`config.mk`:
```
export PLATFORM = sky130hd
export DESIGN_NAME = lsu_ctrl
export DESIGN_NICKNAME = d
export VERILOG_FILES = /design/src/rtl/lsu_pkg.sv /design/src/rtl/lsu_lane.sv /design/src/rtl/lsu_ctrl.sv
export SDC_FILE = /design/constraint.sdc
export NUM_CORES = 1
export LEC_CHECK = 0
export ABC_AREA = 1
export ABC_CLOCK_PERIOD_IN_PS = 2270
export CORE_ASPECT_RATIO = 1.4
export CORE_MARGIN = 4
export CORE_UTILIZATION = 50
export DETAILED_ROUTE_END_ITERATION = 10
export PLACE_DENSITY = 0.9
export SETUP_SLACK_MARGIN = 0.4
export SYNTH_ARGS = -nofsm -noshare
export SYNTH_HDL_FRONTEND = slang
export SYNTH_SLANG_ARGS = --single-unit
```
`constraint.sdc`:
```
create_clock -name clk -period 2.27 [get_ports clk]
set_input_delay 0.3405 -clock clk [delete_from_list [all_inputs] [get_ports clk]]
set_output_delay 0.3405 -clock clk [all_outputs]
set_load 0.05 [all_outputs]
```
`src/rtl/lsu_pkg.sv`:
```
// lsu_pkg: shared types for the load/store unit.
//   size_e    - access size encoding carried on req_size
//   state_e   - lsu_ctrl FSM states
//   req_t     - latched request payload (address kept separately, its width is parameterised)
//   is_misaligned() - alignment test used when LSU_MISALIGN_TRAP_EN is defined
package lsu_pkg;

  localparam int unsigned DATA_W = 32;

  typedef enum logic [1:0] {
    SIZE_BYTE = 2'd0,
    SIZE_HALF = 2'd1,
    SIZE_WORD = 2'd2,
    SIZE_ILL  = 2'd3
  } size_e;

  typedef enum logic [1:0] {
    IDLE  = 2'd0,
    READ  = 2'd1,
    WRITE = 2'd2,
    RESP  = 2'd3
  } state_e;

  typedef struct packed {
    logic              we;
    size_e             size;
    logic              sgn;
    logic [DATA_W-1:0] wdata;
  } req_t;

  // Half needs addr[0]=0, word needs addr[1:0]=0.
  function automatic logic is_misaligned(input size_e size, input logic [1:0] lo);
    return ((size == SIZE_HALF) && lo[0]) || ((size == SIZE_WORD) && (lo != 2'b00));
  endfunction

endpackage

```
`src/rtl/lsu_lane.sv`:
```
// lsu_lane: combinational little-endian lane logic.
//   word     - memory word (read data)
//   wdata    - store data, valid in the low bits
//   size     - access size
//   lane     - byte address low bits (byte lane = lane, half lane = lane[1])
//   sgn      - sign-extend the extracted load value
//   merged_c - word with the addressed lanes replaced by wdata
//   rdata_c  - extracted, zero/sign-extended load value
module lsu_lane
  import lsu_pkg::*;
(
  input  logic [DATA_W-1:0] word,
  input  logic [DATA_W-1:0] wdata,
  input  size_e             size,
  input  logic [1:0]        lane,
  input  logic              sgn,
  output logic [DATA_W-1:0] merged_c,
  output logic [DATA_W-1:0] rdata_c
);

  logic [7:0]  byte_sel;
  logic [15:0] half_sel;

  assign byte_sel = word[{lane, 3'b000} +: 8];
  assign half_sel = lane[1] ? word[31:16] : word[15:0];

  // Extract and merge by size; word accesses always use lane 0.
  always_comb begin
    merged_c = word;
    rdata_c  = '0;
    case (size)
      SIZE_BYTE: begin
        rdata_c                      = {{24{sgn & byte_sel[7]}}, byte_sel};
        merged_c[{lane, 3'b000} +: 8] = wdata[7:0];
      end
      SIZE_HALF: begin
        rdata_c                           = {{16{sgn & half_sel[15]}}, half_sel};
        merged_c[{lane[1], 4'b0000} +: 16] = wdata[15:0];
      end
      SIZE_WORD: begin
        rdata_c  = word;
        merged_c = wdata;
      end
      default: begin
        rdata_c  = '0;
        merged_c = word;
      end
    endcase
  end

endmodule

```
`src/rtl/lsu_ctrl.sv`:
```
// lsu_ctrl: load/store controller in front of a 32-bit word memory
// (combinational read, posedge write). Sub-word stores are read-modify-write.
// Optional macro LSU_MISALIGN_TRAP_EN: reject misaligned half/word accesses with rsp_err.
// Ports:
//   clk, rst_n                  - clock, async active-low reset
//   req_valid/req_ready         - request handshake; ready only in IDLE
//   req_we, req_size, req_signed, req_addr, req_wdata - request fields
//   rsp_valid/rsp_ready         - response handshake; held until consumed
//   rsp_rdata, rsp_err          - load result (0 for stores/errors), error flag
//   mem_address, mem_wf, mem_w, mem_v - word memory port
module lsu_ctrl
  import lsu_pkg::*;
#(
  parameter int unsigned M = 16
) (
  input  logic              clk,
  input  logic              rst_n,
  input  logic              req_valid,
  output logic              req_ready,
  input  logic              req_we,
  input  logic [1:0]        req_size,
  input  logic              req_signed,
  input  logic [M+1:0]      req_addr,
  input  logic [DATA_W-1:0] req_wdata,
  output logic              rsp_valid,
  input  logic              rsp_ready,
  output logic [DATA_W-1:0] rsp_rdata,
  output logic              rsp_err,
  output logic [M-1:0]      mem_address,
  output logic              mem_wf,
  output logic [DATA_W-1:0] mem_w,
  input  logic [DATA_W-1:0] mem_v
);

  state_e            state_q, state_d;
  req_t              req_q;
  logic [M+1:0]      addr_q;
  logic              accept;
  logic              bad_req;
  logic [DATA_W-1:0] rdata_d, mem_w_d;
  logic              err_d;
  logic [DATA_W-1:0] merged_c, extract_c;
  size_e             in_size;

  assign in_size     = size_e'(req_size);
  assign mem_address = addr_q[M+1:2];

`ifdef LSU_MISALIGN_TRAP_EN
  assign bad_req = (in_size == SIZE_ILL) || is_misaligned(in_size, req_addr[1:0]);
`else
  assign bad_req = (in_size == SIZE_ILL);
`endif

  // Lane logic always sees the live memory word; it is consumed only in READ.
  lsu_lane u_lane (
    .word     (mem_v),
    .wdata    (req_q.wdata),
    .size     (req_q.size),
    .lane     (addr_q[1:0]),
    .sgn      (req_q.sgn),
    .merged_c (merged_c),
    .rdata_c  (extract_c)
  );

  // State register and registered outputs, all loaded from next-state values.
  always_ff @(posedge clk or negedge rst_n) begin
    if (!rst_n) begin
      state_q   <= IDLE;
      req_q     <= '0;
      addr_q    <= '0;
      req_ready <= 1'b1;
      rsp_valid <= 1'b0;
      rsp_rdata <= '0;
      rsp_err   <= 1'b0;
      mem_wf    <= 1'b0;
      mem_w     <= '0;
    end else begin
      state_q   <= state_d;
      req_ready <= (state_d == IDLE);
      rsp_valid <= (state_d == RESP);
      rsp_rdata <= rdata_d;
      rsp_err   <= err_d;
      mem_wf    <= (state_d == WRITE);
      mem_w     <= mem_w_d;
      if (accept) begin
        req_q  <= '{we: req_we, size: in_size, sgn: req_signed, wdata: req_wdata};
        addr_q <= req_addr;
      end
    end
  end

  // Next-state and next-output logic.
  always_comb begin
    state_d = state_q;
    accept  = 1'b0;
    rdata_d = '0;
    err_d   = 1'b0;
    mem_w_d = '0;
    case (state_q)
      IDLE: begin
        if (req_valid) begin
          accept = 1'b1;
          if (bad_req) begin
            state_d = RESP;
            err_d   = 1'b1;
          end else if (req_we && (in_size == SIZE_WORD)) begin
            state_d = WRITE;
            mem_w_d = req_wdata;
          end else begin
            state_d = READ;
          end
        end
      end
      READ: begin
        if (req_q.we) begin
          state_d = WRITE;
          mem_w_d = merged_c;
        end else begin
          state_d = RESP;
          rdata_d = extract_c;
        end
      end
      WRITE: begin
        state_d = RESP;
      end
      RESP: begin
        if (rsp_ready) begin
          state_d = IDLE;
        end else begin
          rdata_d = rsp_rdata;
          err_d   = rsp_err;
        end
      end
      default: state_d = IDLE;
    endcase
  end

endmodule

```
# Word level (Yosys, flattened, before mapping)
# Cells that the tools add are included.
[word_totals]
regBits = 124
inputBits = 90
[op_classes]
n_addsub = 2
n_eq_ne = 10
shift = 5
n_mux = 25
bitwise_logic = 2
reduce_logical = 4
[ops]
columns = ["op", "count"]
rows = [
  ["two-way mux 32 bit", 6],
  ["one-hot mux 32 bit (3 select lines)", 2],
  ["one-hot mux 32 bit (2 select lines)", 2],
  ["bitwise mux 32 bit", 2],
  ["variable shift 16 x 7 -> 32 bit, first input constant", 1],
  ["variable shift 8 x 7 -> 32 bit, first input constant", 1],
  ["indexed part select 16 x 7 -> 32 bit", 1],
  ["indexed part select 32 x 6 -> 8 bit", 1],
  ["indexed part select 8 x 7 -> 32 bit", 1],
  ["two-way mux 16 bit", 1],
  ["== test 2 bit, second input constant", 7],
  ["negator 5 -> 7 bit", 2],
  ["two-way mux 2 bit", 4],
  ["one-hot mux 2 bit (4 select lines)", 1],
  ["zero test 2 bit", 3],
  ["two-way mux 1 bit", 6],
  ["== test 2 x 1 -> 1 bit, second input constant", 2],
  ["AND 1 bit", 2],
  ["!= test 2 bit, second input constant", 1],
  ["one-hot mux 1 bit (2 select lines)", 1],
  ["logical AND 1 bit", 1],
]

# Longest topological paths before layout
[depth]
ltp_word = 7
ltp_mapped = 13
ltp_nobuf = 11

# By module
# From an unflattened synthesis, not the netlist that was laid out.
[hier_totals]
hier_cells = 1098
hier_area_um2 = 7512.2
[modules_own_cells]
columns = ["mod", "instances", "cells_per_inst", "area_each_um2", "seq_area_each_um2"]
rows = [
  ["lsu_ctrl", 1, 525, 4984.8, 3104.2],
  ["lsu_lane", 1, 573, 2527.4, 0.0],
]

# Least setup slack after synthesis
# OpenSTA, ideal clock, no wires.
[synth_timing]
path_type = "reg2reg"
from = "register addr_q[0]"
to = "register mem_w[10]"
arrival_ns = 1.885
path_slack_ns = 0.319
path_stages_with_launch = 11
n_path_buf = 2
period_less_slack_ns = 1.951
cell_sequence = "dfrtp_1 > buf_4 > clkinv_1 > clkbuf_1 > ha_1 > nand2_1 > nor2_1 > nand2_1 > nand3_1 > nand2_1 > nand2_1"
[synth_via]
elab_chain_len = 6
elab_cells_between_ends = 7
[synth_rtl]
columns = ["element", "line", "text"]
rows = [
  ["start, declared", "lsu_ctrl.sv:37", "logic [M+1:0] addr_q;"],
  ["start signal, assigned", "lsu_ctrl.sv:87", "addr_q <= req_addr;"],
  ["negator 5 -> 7 bit (*)", "lsu_lane.sv:34", "merged_c[{lane, 3'b000} +: 8] = wdata[7:0];"],
  ["indexed part select 8 x 7 -> 32 bit or variable shift 8 x 7 -> 32 bit (tied branches)", "lsu_lane.sv:34", ""],
  ["bitwise mux 32 bit (*)", "lsu_lane.sv:34", ""],
  ["one-hot mux 32 bit (3 select lines) (*)", "lsu_lane.sv:31", "case (size)"],
  ["two-way mux 32 bit (*)", "lsu_ctrl.sv:115", "if (req_q.we) begin"],
  ["one-hot mux 32 bit (2 select lines) (*)", "lsu_ctrl.sv:99", "case (state_q)"],
  ["net mem_w_d[10]", "lsu_ctrl.sv:40", "logic [DATA_W-1:0] rdata_d, mem_w_d;"],
  ["end signal, assigned", "lsu_ctrl.sv:84", "mem_w <= mem_w_d;"],
  ["end, declared", "lsu_ctrl.sv:31", "output logic [DATA_W-1:0] mem_w,"],
]
# The timed path passes the listed nets; every way through them passes the cells marked *.
# A chain may end at the register's enable or synchronous reset.

# Final worst setup path
[layout_timing]
from = "register addr_q[0]"
to = "register mem_w[31]"
# Same word-level chain as after synthesis.

==> metrics.yaml <==
status:
  outcome: "finished, final reports clean"
timing:
  fmax_mhz: 555
  timing.setup.tns_ns: 0
  finalHoldViolCount: 0
  relSlewSlack_pct: 56.2
  fin_crit_ns: 1.80
  hold-worst-slack_ns: 0.465
  setup-violations-final: 0
  timing.clock.skew_ns: 0.00767
  grt_setup_unrepaired: "yes"
  worstMarginPinSlew_ns: 0.653
  slew_violations: 0
  post-route-period-util_pct: 79.4
floorplanning:
  top_level_i_o_count: 174
  die_area_um2: 16000
  rows: 50
  die_height_um: 148
  coreArea_um2: 13500
  initial_core_util_pct: 51.7
  floorplan.die.width_um: 108
clock_tree:
  clock-root-buffer: "sky130_fd_sc_hd__clkbuf_16"
  clk_pin_slew_worst_paths_ns: 0.06
  tritoncts.num_buffers: 17
  clock_tree.buffer_depth: 2
  clk-insertion-delay-late_ns: 0.41
  cts_sinks: 124
  clock_tree_from_tritoncts: "yes"
  deepest_level_of_the_cts_h_tree: 4
yosys:
  synth_top_area_cell: "sky130_fd_sc_hd__dfrtp_1"
  synth_area_leaders: "sky130_fd_sc_hd__dfrtp_1 (44%), sky130_fd_sc_hd__nand2_1 (29%), sky130_fd_sc_hd__nand3_1 (5.4%)"
  ys.warnings.count: 0
  distinct_cells_synth: 22
  synth-seq-area-share_pct: 44.4
  yosys_register_bits: 124
  syn-num-nets: 1144
  synthesis.area_um2: 6990
  syn_avg_cell_area_um2: 6.66
  post-synth-top-area-fraction_pct: 44.1
  syn_inst: 1049
worst_setup_path:
  cp.required_ns: 2.62
  worst-endpoint-arrival_ns: 2.15
  worst-r2r-setup-slack_ns: 0.47
  critPathCaptureType: "flip-flop"
  critical_path.startpoint_type: "flip-flop"
  crit_path_max_fanout: 9
  criticalPathCategory: "reg2reg"
route:
  post-route-drc-count: 0
  route.detailed.vias_per_inst: 5.31
  drt_first_pass_iters: 5
  num_vias: 7393
  route.detailed.wl_per_inst_um: 16.1
  first_iter_violations: 612
  drt_wl_total_mm: 22.4
  drt.antenna.violating_nets: 0
layout:
  layout_cell_share_with_drive_strength_beyond_1_pct: 5.70
  num_antenna_cells: 0
  num-fill-cells: 1148
  area_delta_synth_final_pct: 34.4
  final_net_count: 1293
global_route:
  grt_util_met1_pct: 32.6
  largest_net_degree_at_the_start_of_global_routing: 79
  layer_with_the_highest_usage_after_global_routing: "met2"
  grt-ovfl-total: 0
  number_of_global_route_vias_before_repair: 7334
  combined_global_route_utilization_of_all_metal_layers_pct: 28.5
  grt_antenna_before_repair: 0
  grt_util_met3_pct: 6.12
  met2_usage_pct: 49.6
  grt_first_pass_wirelength_mm: 35.9
placement:
  detailed_place_hpwl_mm: 16.3
  io_buffers: 173
  gp_congestion: 0.997
pwr:
  peakVddDrop_v: 0.000771
  p_per_area_nw_per_um2: 1370
  p_leak_nw: 5.35
run:
  drv.max_cap_violation_count: 0
worst_hold_path:
  hold_path.class: "in2async"
==> through the flow <==
| stage | instances | instance area (um2) | setup WS [ns] | utilization [%] | power (mW) |
|---|---|---|---|---|---|
| finish | 1393 | 9390 | 0.468 | 69.5 | 12.8 |
| global route | 1393 | 9390 | 0.325 | 69.5 | 13.7 |
| CTS | 1393 | 9350 | 0.400 | 69.2 | 12.7 |
| detailed placement | 1360 | 8840 | 0.296 | 65.4 | 10.1 |
| global placement | 1360 | 8840 | 0.379 | 65.4 | 10.0 |
| floorplan | 1049 | 6990 | 0.404 | - | 8.12 |
==> critical path, stage by stage (launching register included) <==
cell	delay, ns
sky130_fd_sc_hd__dfrtp_1	0.35
sky130_fd_sc_hd__clkinv_1	0.23
sky130_fd_sc_hd__ha_1	0.30
sky130_fd_sc_hd__clkinv_1	0.17
sky130_fd_sc_hd__nand2_1	0.10
sky130_fd_sc_hd__nor2_1	0.19
sky130_fd_sc_hd__nand2_1	0.07
sky130_fd_sc_hd__nand2_1	0.06
sky130_fd_sc_hd__nand2_1	0.05
sky130_fd_sc_hd__nand2_1	0.08
sky130_fd_sc_hd__nand2_1	0.07
sky130_fd_sc_hd__nand2_1	0.07
==> path summary, 6_finish.rpt <==
path / cells past startpoint / from / to
worst max-delay path: 11 / addr_q[0]$_DFFE_PN0P_ / mem_w[31]$_DFF_PN0_
worst min-delay path: 3 / rst_n / rsp_rdata[14]$_DFFE_PN0P_
worst max register to register: 11 / addr_q[0]$_DFFE_PN0P_ / mem_w[31]$_DFF_PN0_
worst min register to register: 2 / addr_q[2]$_DFFE_PN0P_ / addr_q[2]$_DFFE_PN0P_
max in group asynchronous: 3 / rst_n / req_q[35]$_DFFE_PN0P_
min in group clk: 3 / req_addr[2] / addr_q[2]$_DFFE_PN0P_
==> power by group <==
part / switching (mW) / total (mW) / internal (mW)
clock: 0.956 / 2.80 / 1.84
sequential: 0.462 / 3.39 / 2.93
combinational: 4.70 / 6.64 / 1.93
==> cell type report <==
| class | instances | area (um2) | area share [%] |
|---|---|---|---|
| Clock inverter | 6 | 110 | 1.17 |
| Sequential cell | 124 | 3100 | 33.1 |
| Tap cell | 182 | 228 | 2.42 |
| Inverter | 87 | 327 | 3.48 |
| Multi-Input combinational cell | 772 | 3270 | 34.8 |
| Clock buffer | 26 | 499 | 5.32 |
| Timing Repair Buffer | 196 | 1850 | 19.7 |
==> layout by cell type (no fill, tap or decap), types with 3 or more instances in the layout <==
cell,Yosys,routed
sky130_fd_sc_hd__buf_4,17,19
sky130_fd_sc_hd__dfrtp_1,123,123
sky130_fd_sc_hd__clkbuf_16,0,17
sky130_fd_sc_hd__bufinv_16,0,3
sky130_fd_sc_hd__clkinv_1,3,3
sky130_fd_sc_hd__buf_12,0,4
sky130_fd_sc_hd__inv_2,5,5
sky130_fd_sc_hd__clkdlybuf4s50_1,0,88
sky130_fd_sc_hd__a22oi_1,8,8
sky130_fd_sc_hd__nand2_1,538,538
sky130_fd_sc_hd__o21ai_0,55,55
sky130_fd_sc_hd__clkbuf_8,0,4
sky130_fd_sc_hd__dlygate4sd2_1,0,83
sky130_fd_sc_hd__nor2_1,37,33
sky130_fd_sc_hd__nand3_1,75,73
sky130_fd_sc_hd__nor2_4,1,3
sky130_fd_sc_hd__nor2_2,1,3
sky130_fd_sc_hd__inv_1,79,79
sky130_fd_sc_hd__clkbuf_1,25,5
sky130_fd_sc_hd__a21oi_1,47,47
==> cell usage after synthesis <==
cell type	n
sky130_fd_sc_hd__dfstp_2	1
sky130_fd_sc_hd__nand3_1	75
sky130_fd_sc_hd__clkinv_1	3
sky130_fd_sc_hd__nor2_4	1
sky130_fd_sc_hd__buf_2	20
sky130_fd_sc_hd__nor2_2	1
sky130_fd_sc_hd__ha_1	5
sky130_fd_sc_hd__nor2_1	37
sky130_fd_sc_hd__inv_1	79
sky130_fd_sc_hd__dfrtp_1	123
sky130_fd_sc_hd__a21oi_1	47
sky130_fd_sc_hd__nand2_2	1
sky130_fd_sc_hd__nand2_1	538
sky130_fd_sc_hd__buf_4	17
sky130_fd_sc_hd__o211ai_1	1
sky130_fd_sc_hd__nor3_2	1
sky130_fd_sc_hd__o21ai_0	55
sky130_fd_sc_hd__o21ai_1	2
sky130_fd_sc_hd__a22oi_1	8
sky130_fd_sc_hd__inv_2	5
sky130_fd_sc_hd__clkbuf_1	25
sky130_fd_sc_hd__buf_1	4
==> per-layer routing <==
metal | wire length (um) | vias up
met5 | 0 | -
met4 | 1010 | 0
met3 | 1600 | 77
met2 | 11500 | 343
met1 | 8240 | 3445
li1 | - | 3528
==> cells by family (layout without fill, tap and decap cells) <==
logic type	after synthesis	after routing	synth area share, %
AOI/OAI and AO/OA	113	113	8.42
adders and majority gates	5	5	0.896
buffers and inverters	153	315	9.49
DFF	124	124	44.4
and+or+nand+nor	654	654	36.8
==> registers in the layout, indices dropped and copies added, names as in the netlist <==
name and cells:
rsp_rdata 32, req_q 36, state_q 2, rsp_valid 1, rsp_err 1, req_ready 1
addr_q 18, mem_wf 1, mem_w 32
==> timing repair <==
| action | in CTS | in global routing |
|---|---|---|
| gates resized for setup | 83 | 8 |
| setup endpoints to repair | 83 | 45 |
| hold buffers | 1 | 0 |
| endpoints found under the hold margin | 123 | 0 |
| pin swaps | 0 | 1 |
| buffers inserted | 0 | 0 |
No activity file was read; power rests on OpenSTA's default activity.
